==> src/rtl/vga_timing_pkg.sv <==
// vga_timing_pkg: shared phase type and default 640x480@60 raster constants
// for the VGA timing generator and its axis counters.
package vga_timing_pkg;

  // Position of one raster axis within its line or frame.
  typedef enum logic [1:0] {
    PH_ACTIVE = 2'd0,
    PH_FRONT  = 2'd1,
    PH_SYNC   = 2'd2,
    PH_BACK   = 2'd3
  } phase_t;

  // Default 640x480 timing, in pixels (horizontal) and lines (vertical).
  localparam int DEF_H_ACTIVE = 640;
  localparam int DEF_H_FP     = 16;
  localparam int DEF_H_SYNC   = 96;
  localparam int DEF_H_BP     = 48;
  localparam int DEF_V_ACTIVE = 480;
  localparam int DEF_V_FP     = 10;
  localparam int DEF_V_SYNC   = 2;
  localparam int DEF_V_BP     = 33;

endpackage

==> src/rtl/vga_axis_counter.sv <==
// vga_axis_counter: one raster axis (horizontal or vertical). Holds the
// position that will be presented on the next advance, together with its
// phase register, so the phase never has to be decoded from the count.
module vga_axis_counter
  import vga_timing_pkg::*;
#(
  parameter int ACTIVE = DEF_H_ACTIVE,
  parameter int FP     = DEF_H_FP,
  parameter int SYNC   = DEF_H_SYNC,
  parameter int BP     = DEF_H_BP,
  localparam int TOTAL = ACTIVE + FP + SYNC + BP,
  localparam int W     = $clog2(TOTAL)
) (
  input  logic         clk,
  input  logic         rst_n,
  input  logic         advance,
  output logic [W-1:0] count,
  output phase_t       phase,
  output logic         wrap
);

  // Last count of each phase; crossing it moves to the following phase.
  localparam logic [W-1:0] END_ACTIVE = W'(ACTIVE - 1);
  localparam logic [W-1:0] END_FRONT  = W'(ACTIVE + FP - 1);
  localparam logic [W-1:0] END_SYNC   = W'(ACTIVE + FP + SYNC - 1);
  localparam logic [W-1:0] END_TOTAL  = W'(TOTAL - 1);

  logic [W-1:0] count_nxt_s;
  phase_t       phase_nxt_s;

  assign wrap = advance && (count == END_TOTAL);

  // Next count and phase: step on advance, otherwise hold.
  always_comb begin
    count_nxt_s = count;
    phase_nxt_s = phase;
    if (advance) begin
      if (count == END_TOTAL) begin
        count_nxt_s = {W{1'b0}};
      end else begin
        count_nxt_s = count + 1'b1;
      end
      case (phase)
        PH_ACTIVE: begin
          if (count == END_ACTIVE) phase_nxt_s = PH_FRONT;
          else                     phase_nxt_s = PH_ACTIVE;
        end
        PH_FRONT: begin
          if (count == END_FRONT) phase_nxt_s = PH_SYNC;
          else                    phase_nxt_s = PH_FRONT;
        end
        PH_SYNC: begin
          if (count == END_SYNC) phase_nxt_s = PH_BACK;
          else                   phase_nxt_s = PH_SYNC;
        end
        PH_BACK: begin
          if (count == END_TOTAL) phase_nxt_s = PH_ACTIVE;
          else                    phase_nxt_s = PH_BACK;
        end
        default: phase_nxt_s = PH_ACTIVE;
      endcase
    end else begin
      count_nxt_s = count;
      phase_nxt_s = phase;
    end
  end

  // Count and phase registers, updated together.
  always_ff @(posedge clk or negedge rst_n) begin
    if (!rst_n) begin
      count <= {W{1'b0}};
      phase <= PH_ACTIVE;
    end else begin
      count <= count_nxt_s;
      phase <= phase_nxt_s;
    end
  end

endmodule

==> src/rtl/vga_timing_gen.sv <==
// vga_timing_gen: free-running VGA raster timing generator.
// Optional build macro VGA_TIMING_PIXEL_DIV2_EN: one pixel per two clocks
// instead of one pixel per clock.
// The axis counters run one pixel ahead of the outputs: each tick copies the
// counter state into the output registers while the counters step on, so
// every output describes the same pixel with no skew.
module vga_timing_gen
  import vga_timing_pkg::*;
#(
  parameter int H_ACTIVE   = DEF_H_ACTIVE,
  parameter int H_FP       = DEF_H_FP,
  parameter int H_SYNC     = DEF_H_SYNC,
  parameter int H_BP       = DEF_H_BP,
  parameter int V_ACTIVE   = DEF_V_ACTIVE,
  parameter int V_FP       = DEF_V_FP,
  parameter int V_SYNC     = DEF_V_SYNC,
  parameter int V_BP       = DEF_V_BP,
  parameter bit HSYNC_POL  = 1'b0,
  parameter bit VSYNC_POL  = 1'b0,
  localparam int H_TOTAL   = H_ACTIVE + H_FP + H_SYNC + H_BP,
  localparam int V_TOTAL   = V_ACTIVE + V_FP + V_SYNC + V_BP,
  localparam int XW        = $clog2(H_TOTAL),
  localparam int YW        = $clog2(V_TOTAL)
) (
  input  logic          clk,
  input  logic          rst_n,
  output logic          pix_en,
  output logic [XW-1:0] x,
  output logic [YW-1:0] y,
  output logic          active,
  output logic          hsync,
  output logic          vsync,
  output logic          line_start,
  output logic          frame_start,
  output logic [7:0]    frame_count
);

  logic          tick_s;
  logic [XW-1:0] h_count_s;
  logic [YW-1:0] v_count_s;
  phase_t        h_phase_s;
  phase_t        v_phase_s;
  logic          h_wrap_s;
  logic          v_wrap_s;
  logic          started_r;
  logic          frame_pending_r;

`ifdef VGA_TIMING_PIXEL_DIV2_EN
  logic div_r;

  // Divide-by-two phase; low on the first edge after release so it ticks.
  always_ff @(posedge clk or negedge rst_n) begin
    if (!rst_n) begin
      div_r <= 1'b0;
    end else begin
      div_r <= ~div_r;
    end
  end

  assign tick_s = ~div_r;
`else
  assign tick_s = 1'b1;
`endif

  vga_axis_counter #(
    .ACTIVE (H_ACTIVE),
    .FP     (H_FP),
    .SYNC   (H_SYNC),
    .BP     (H_BP)
  ) u_h_axis (
    .clk     (clk),
    .rst_n   (rst_n),
    .advance (tick_s),
    .count   (h_count_s),
    .phase   (h_phase_s),
    .wrap    (h_wrap_s)
  );

  vga_axis_counter #(
    .ACTIVE (V_ACTIVE),
    .FP     (V_FP),
    .SYNC   (V_SYNC),
    .BP     (V_BP)
  ) u_v_axis (
    .clk     (clk),
    .rst_n   (rst_n),
    .advance (h_wrap_s),
    .count   (v_count_s),
    .phase   (v_phase_s),
    .wrap    (v_wrap_s)
  );

  // Output registers: load the pending pixel on each tick; pix_en follows tick.
  always_ff @(posedge clk or negedge rst_n) begin
    if (!rst_n) begin
      pix_en          <= 1'b0;
      x               <= {XW{1'b0}};
      y               <= {YW{1'b0}};
      active          <= 1'b0;
      hsync           <= ~HSYNC_POL;
      vsync           <= ~VSYNC_POL;
      line_start      <= 1'b0;
      frame_start     <= 1'b0;
      frame_count     <= 8'd0;
      started_r       <= 1'b0;
      frame_pending_r <= 1'b0;
    end else begin
      pix_en <= tick_s;
      if (tick_s) begin
        x           <= h_count_s;
        y           <= v_count_s;
        active      <= (h_phase_s == PH_ACTIVE) && (v_phase_s == PH_ACTIVE);
        hsync       <= (h_phase_s == PH_SYNC) ? HSYNC_POL : ~HSYNC_POL;
        vsync       <= (v_phase_s == PH_SYNC) ? VSYNC_POL : ~VSYNC_POL;
        line_start  <= (h_count_s == {XW{1'b0}});
        // The very first pixel after release is a frame start that does not count.
        frame_start <= frame_pending_r || !started_r;
        if (frame_pending_r) begin
          frame_count <= frame_count + 8'd1;
        end else begin
          frame_count <= frame_count;
        end
        started_r       <= 1'b1;
        frame_pending_r <= v_wrap_s;
      end else begin
        x               <= x;
        y               <= y;
        active          <= active;
        hsync           <= hsync;
        vsync           <= vsync;
        line_start      <= line_start;
        frame_start     <= frame_start;
        frame_count     <= frame_count;
        started_r       <= started_r;
        frame_pending_r <= frame_pending_r;
      end
    end
  end

endmodule
==> config.mk <==
export PLATFORM = sky130hd
export DESIGN_NAME = vga_timing_gen
export DESIGN_NICKNAME = d
export VERILOG_FILES = /design/src/rtl/vga_timing_pkg.sv /design/src/rtl/vga_axis_counter.sv /design/src/rtl/vga_timing_gen.sv
export SDC_FILE = /design/constraint.sdc
export NUM_CORES = 1
export LEC_CHECK = 0
export CAP_MARGIN = 20
export CORE_MARGIN = 8
export CORE_UTILIZATION = 48
export CTS_CLUSTER_DIAMETER = 80
export DETAILED_ROUTE_END_ITERATION = 7
export PLACE_DENSITY = 0.74
export SYNTH_ARGS = -nofsm -noshare
export SYNTH_HDL_FRONTEND = slang
export SYNTH_SLANG_ARGS = --single-unit
==> constraint.sdc <==
create_clock -name clk -period 2 [get_ports clk]
set_input_delay 0.2 -clock clk [delete_from_list [all_inputs] [get_ports clk]]
set_output_delay 0.2 -clock clk [all_outputs]
set_load 0.005 [all_outputs]
## Word level (Yosys, flattened, before mapping)

Cells that the tools add are included.
Widths: inputs -> output; s select.

| word-level totals | value |
|---|---|
| register bits after elaboration | 59 |

| operators by class | value |
|---|---|
| add/sub/neg operators | 3 |
| equality and inequality tests | 14 |
| multiplexer cells | 14 |
| reduce and logical (&&, ||, !) cells | 7 |

Operators with widths:

| operator | count |
|---|---|
| $eq 10x10->1 const B | 5 |
| $eq 10x9->1 const B | 3 |
| $add 10x1->10 const B | 2 |
| $mux 10 | 2 |
| $pmux 2 s4 | 2 |
| $logic_not 10->1 | 1 |
| $add 8x1->8 const B | 1 |
| $eq 2x2->1 const B | 4 |
| $mux 2 | 4 |
| $mux 1 | 6 |
| $eq 2x1->1 const B | 2 |
| $logic_not 2->1 | 2 |
| $logic_and 1x1->1 | 2 |
| $logic_not 1->1 | 1 |
| $logic_or 1x1->1 | 1 |

## Longest topological paths before layout

| depth | value |
|---|---|
| depth after elaboration | 3 |
| mapped depth | 6 |
| depth with buffers taken out | 5 |

## By module

From an unflattened synthesis, not the netlist that was laid out.

| unflattened totals | value |
|---|---|
| cell total of the unflattened synthesis | 205 |
| area, all modules | 2486.1 sq um |

Modules (own cells, without submodules):

| module | times used | cells each | area an instance (sq um) |
|---|---|---|---|
| vga_timing_gen | 1 | 62 | 1072.3 |
| vga_axis_counter (u_v_axis) | 1 | 78 | 775.7 |
| vga_axis_counter (u_h_axis) | 1 | 65 | 638.1 |

## Least setup slack after synthesis

OpenSTA, ideal clock, no wires.

| timing path | value |
|---|---|
| path kind | register to register |
| start | reg u_h_axis.count[0] |
| end | reg u_v_axis.count[9] |
| library setup time | 0.079 ns |
| arrival time | 1.856 ns |
| slack | 0.065 ns |
| stages on the path, launching flop included | 7 |
| buffers on the path | 1 |
| cells stage by stage | dfrtp_1 -> ha_1 -> nand4_1 -> or4_1 -> buf_2 -> or3b_1 -> mux2i_1 |

| on the way | value |
|---|---|
| word-level cells in the longest chain between the ends | 1 |

Ends and longest elaborated chain:

| what | RTL line | text |
|---|---|---|
| start, declared | vga_axis_counter.sv:17 | `output logic [W-1:0] count,` |
| start signal, assigned | vga_axis_counter.sv:71 | `count <= {W{1'b0}};` |
| start signal, assigned | vga_axis_counter.sv:74 | `count <= count_nxt_s;` |
| $eq 10x10->1 | vga_axis_counter.sv:31 | `assign wrap = advance && (count == END_TOTAL);` |
| end signal, assigned | vga_axis_counter.sv:71 |  |
| end signal, assigned | vga_axis_counter.sv:74 |  |
| end, declared | vga_axis_counter.sv:17 |  |

Every way passes these cells.
A chain may end at the register's enable or synchronous reset.

## Worst setup path after layout

| timing path | value |
|---|---|
| start | reg u_h_axis.count[7] |
| end | reg u_v_axis.count[6] |

The elaborated chain is that of the path after synthesis.

==> metrics.yaml <==
clock_tree:
  cts_resized: 0
  clock_latency_ns: 0.33
  cts.path.max_buffers: 2
  cts_hold_buf: 1
  cts_tree: "done"
  cts_sinks: 59
  clk_pin_slew_worst_paths_ns: 0.07
  cts_root_buffer: "clkbuf_8"
  post_cts_buffers: 0
  numCtsBuffers: 9
  cts_max_level: 3
sta:
  maxSlewHeadroom: 0.614
  period_needed_ns: 1.82
  setup_viol: 0
  rsz0062_at_grt: "false"
  fmax_ghz: 0.551
  drv_slew: 0
  whs_ns: 0.406
  finalCritPeriodShare: 0.908
  max_slew.worst_pin.slew_ns: 0.580
  setup_tns_ns: 0
  skew_ns: 0.00814
  hold_violations: 0
critical_path:
  worstSetupStartpointType: "register"
  cp_slowest_cell: "or4b_1"
  path_delay_family: "simple AND/OR/NAND/NOR gates"
  cp.arrival_ns: 2.07
  critPathKind: "reg -> reg"
  worst-path-buf-inv: 1
  cp-end-kind: "register"
  cp.required_ns: 2.26
  critical_path.cell_chain: "buf_4, or4b_1, or4_1, nor2_1, xor2_1"
  cp_max_fo: 5
  worst-path-stages: 5
  cpPeakStageDelay_ns: 0.48
  r2r_cells: 5
synth:
  synth_warnings: 0
  synth-seq-cells: 59
  synthTopCellsByArea: "dfrtp_1 59%, xnor2_1 4.0%, ha_1 3.1%"
  yosysTopAreaCell: "dfrtp_1"
  ys_types: 45
  synth_cells: 203
  synth-main-ff-cell: "dfrtp_1"
  synth_top_cell_area_share: 0.589
  ys_seq_area_frac: 0.611
  yosysMostFrequentCell: "dfrtp_1"
  netlist_area_sq_um: 2420
  synth.net_count: 211
  synthArstFlopShare: 1.00
  synth-edff-count: 0
  yosys-top-cells-count: "57 x dfrtp_1, 12 x nand2_1, 12 x nor2_1"
  syn-mean-instance-area_sq_um: 11.9
layout:
  antenna_cells: 0
  fin_nets: 262
  layout-drive-gt1-share: 0.151
  fillers: 388
  area_growth_pct: 31.4
routing:
  num_vias: 1665
  drt_iter0_drc: 83
  ant_nets: 0
  totalWireLength_mm: 4.61
  firstDrtPassIters: 4
  drc: 0
  routed_via_density: 5.06
  routedWlPerCell_microns: 14.0
global_routing:
  met2_usage: 0.205
  grt_pass1_vias: 1647
  gr-usage-all-layers: 0.136
  grtUsageMet1: 0.170
  grt_most_used_layer: "met2"
  use_met3: 0.0340
  grt_max_degree: 35
  antenna_found_initial: 0
  grt_pass1_wl_mm: 7.89
  grt_overflow: 0
place:
  dpl.hpwl_mm: 3.29
  gp_congestion: 0.840
  io_buffers: 35
floorplanning:
  die_area_sq_um: 7570
  rows: 26
  dieWidth_microns: 87.0
  die_h_microns: 87.0
  io_pins: 36
  core_area_sq_um: 4980
  start_util: 0.486
status:
  status: "completed"
power:
  power.leakage_nw: 1.45
  peakVddDrop_uv: 507
  powerDensity_nw_per_um2: 796
worst_hold_path:
  hold_path.class: "in -> async"
job:
  maxCapViolCount: 0
sequential cells by signal (all words and copies together), names as in the netlist, 2 cells and up:
name / flops
u_h_axis.phase: 2
x: 10
u_h_axis.count: 10
u_v_axis.count: 10
u_v_axis.phase: 2
y: 10
frame_count: 8
power breakdown:
part	total, mW	switching (mW)	internal (mW)
Clock	1.30	0.443	0.858
Sequential	1.20	0.000690	1.20
Combinational	0.0335	0.0240	0.00951
Total	2.53	0.467	2.06
layer usage:
layer  part of all wire  up-vias
li1                   -      810
met1               0.45      806
met2               0.47       41
met3              0.056        8
met4              0.024        0
met5                  0        -
logic make-up after synthesis:
kind of cell,share of synthesized area
simple gates,0.185
flops,0.611
buf+inv,0.0377
xor+xnor,0.0651
compound gates,0.0429
fa+ha+maj,0.0310
mux,0.0258
other cells,0.00155
worst register-to-register path, stage by stage, from the launching register on:
cell     delay [ns]
dfrtp_1        0.39
buf_4          0.15
or4b_1         0.48
or4_1          0.44
nor2_1         0.14
xor2_1         0.14
path summary, 6_finish.rpt:
kind	from	endpoint	slack, ns
max	u_h_axis.count[7]	u_v_axis.count[6]	0.18
min	rst_n	x[0]	0.41
max reg2reg	u_h_axis.count[7]	u_v_axis.count[6]	0.18
min reg2reg	started_r	frame_start	0.44
max in group asynchronous	rst_n	vsync	0.95
min in group clk	started_r	frame_start	0.44
layout by cell type, fill, tap and decap left out, types with 3 or more instances in the layout:
cell type	count
inv_1	9
nand4_1	10
and4_1	4
mux2i_1	4
clkdlybuf4s50_1	34
nand2b_1	3
nand2_1	12
nor3_1	3
nor4_1	5
a31oi_1	4
a21oi_1	5
ha_1	6
buf_4	15
bufinv_16	3
xor2_1	7
dfrtp_1	57
nor2_1	12
xnor2_1	11
nand3_1	8
clkbuf_8	10
final cells by class:
class | instances | area [sq um] | share of cell area
well taps | 70 | 87.6 | 0.0275
flip-flops and latches | 59 | 1480 | 0.465
multi-input cells | 123 | 851 | 0.268
clock inverters | 5 | 100 | 0.0315
inverters | 9 | 33.8 | 0.0106
clock buffers | 11 | 141 | 0.0445
repair buffers | 52 | 488 | 0.153
per-stage QoR:
| step | std cells | worst slack (ns) | power, mW | util | area [sq um] |
|---|---|---|---|---|---|
| 3_5_place_dp | 312 | 0.182 | 1.25 | 0.588 | 2930 |
| 3_3_place_gp | 312 | 0.220 | 1.25 | 0.588 | 2930 |
| 2_1_floorplan | 203 | 0.0647 | 1.22 | - | 2420 |
| 5_1_grt | 329 | 0.0166 | 2.61 | 0.639 | 3180 |
| 4_1_cts | 329 | 0.174 | 2.56 | 0.639 | 3180 |
| 6_report | 329 | 0.185 | 2.53 | 0.639 | 3180 |
(Power assumes the default switching activity.)
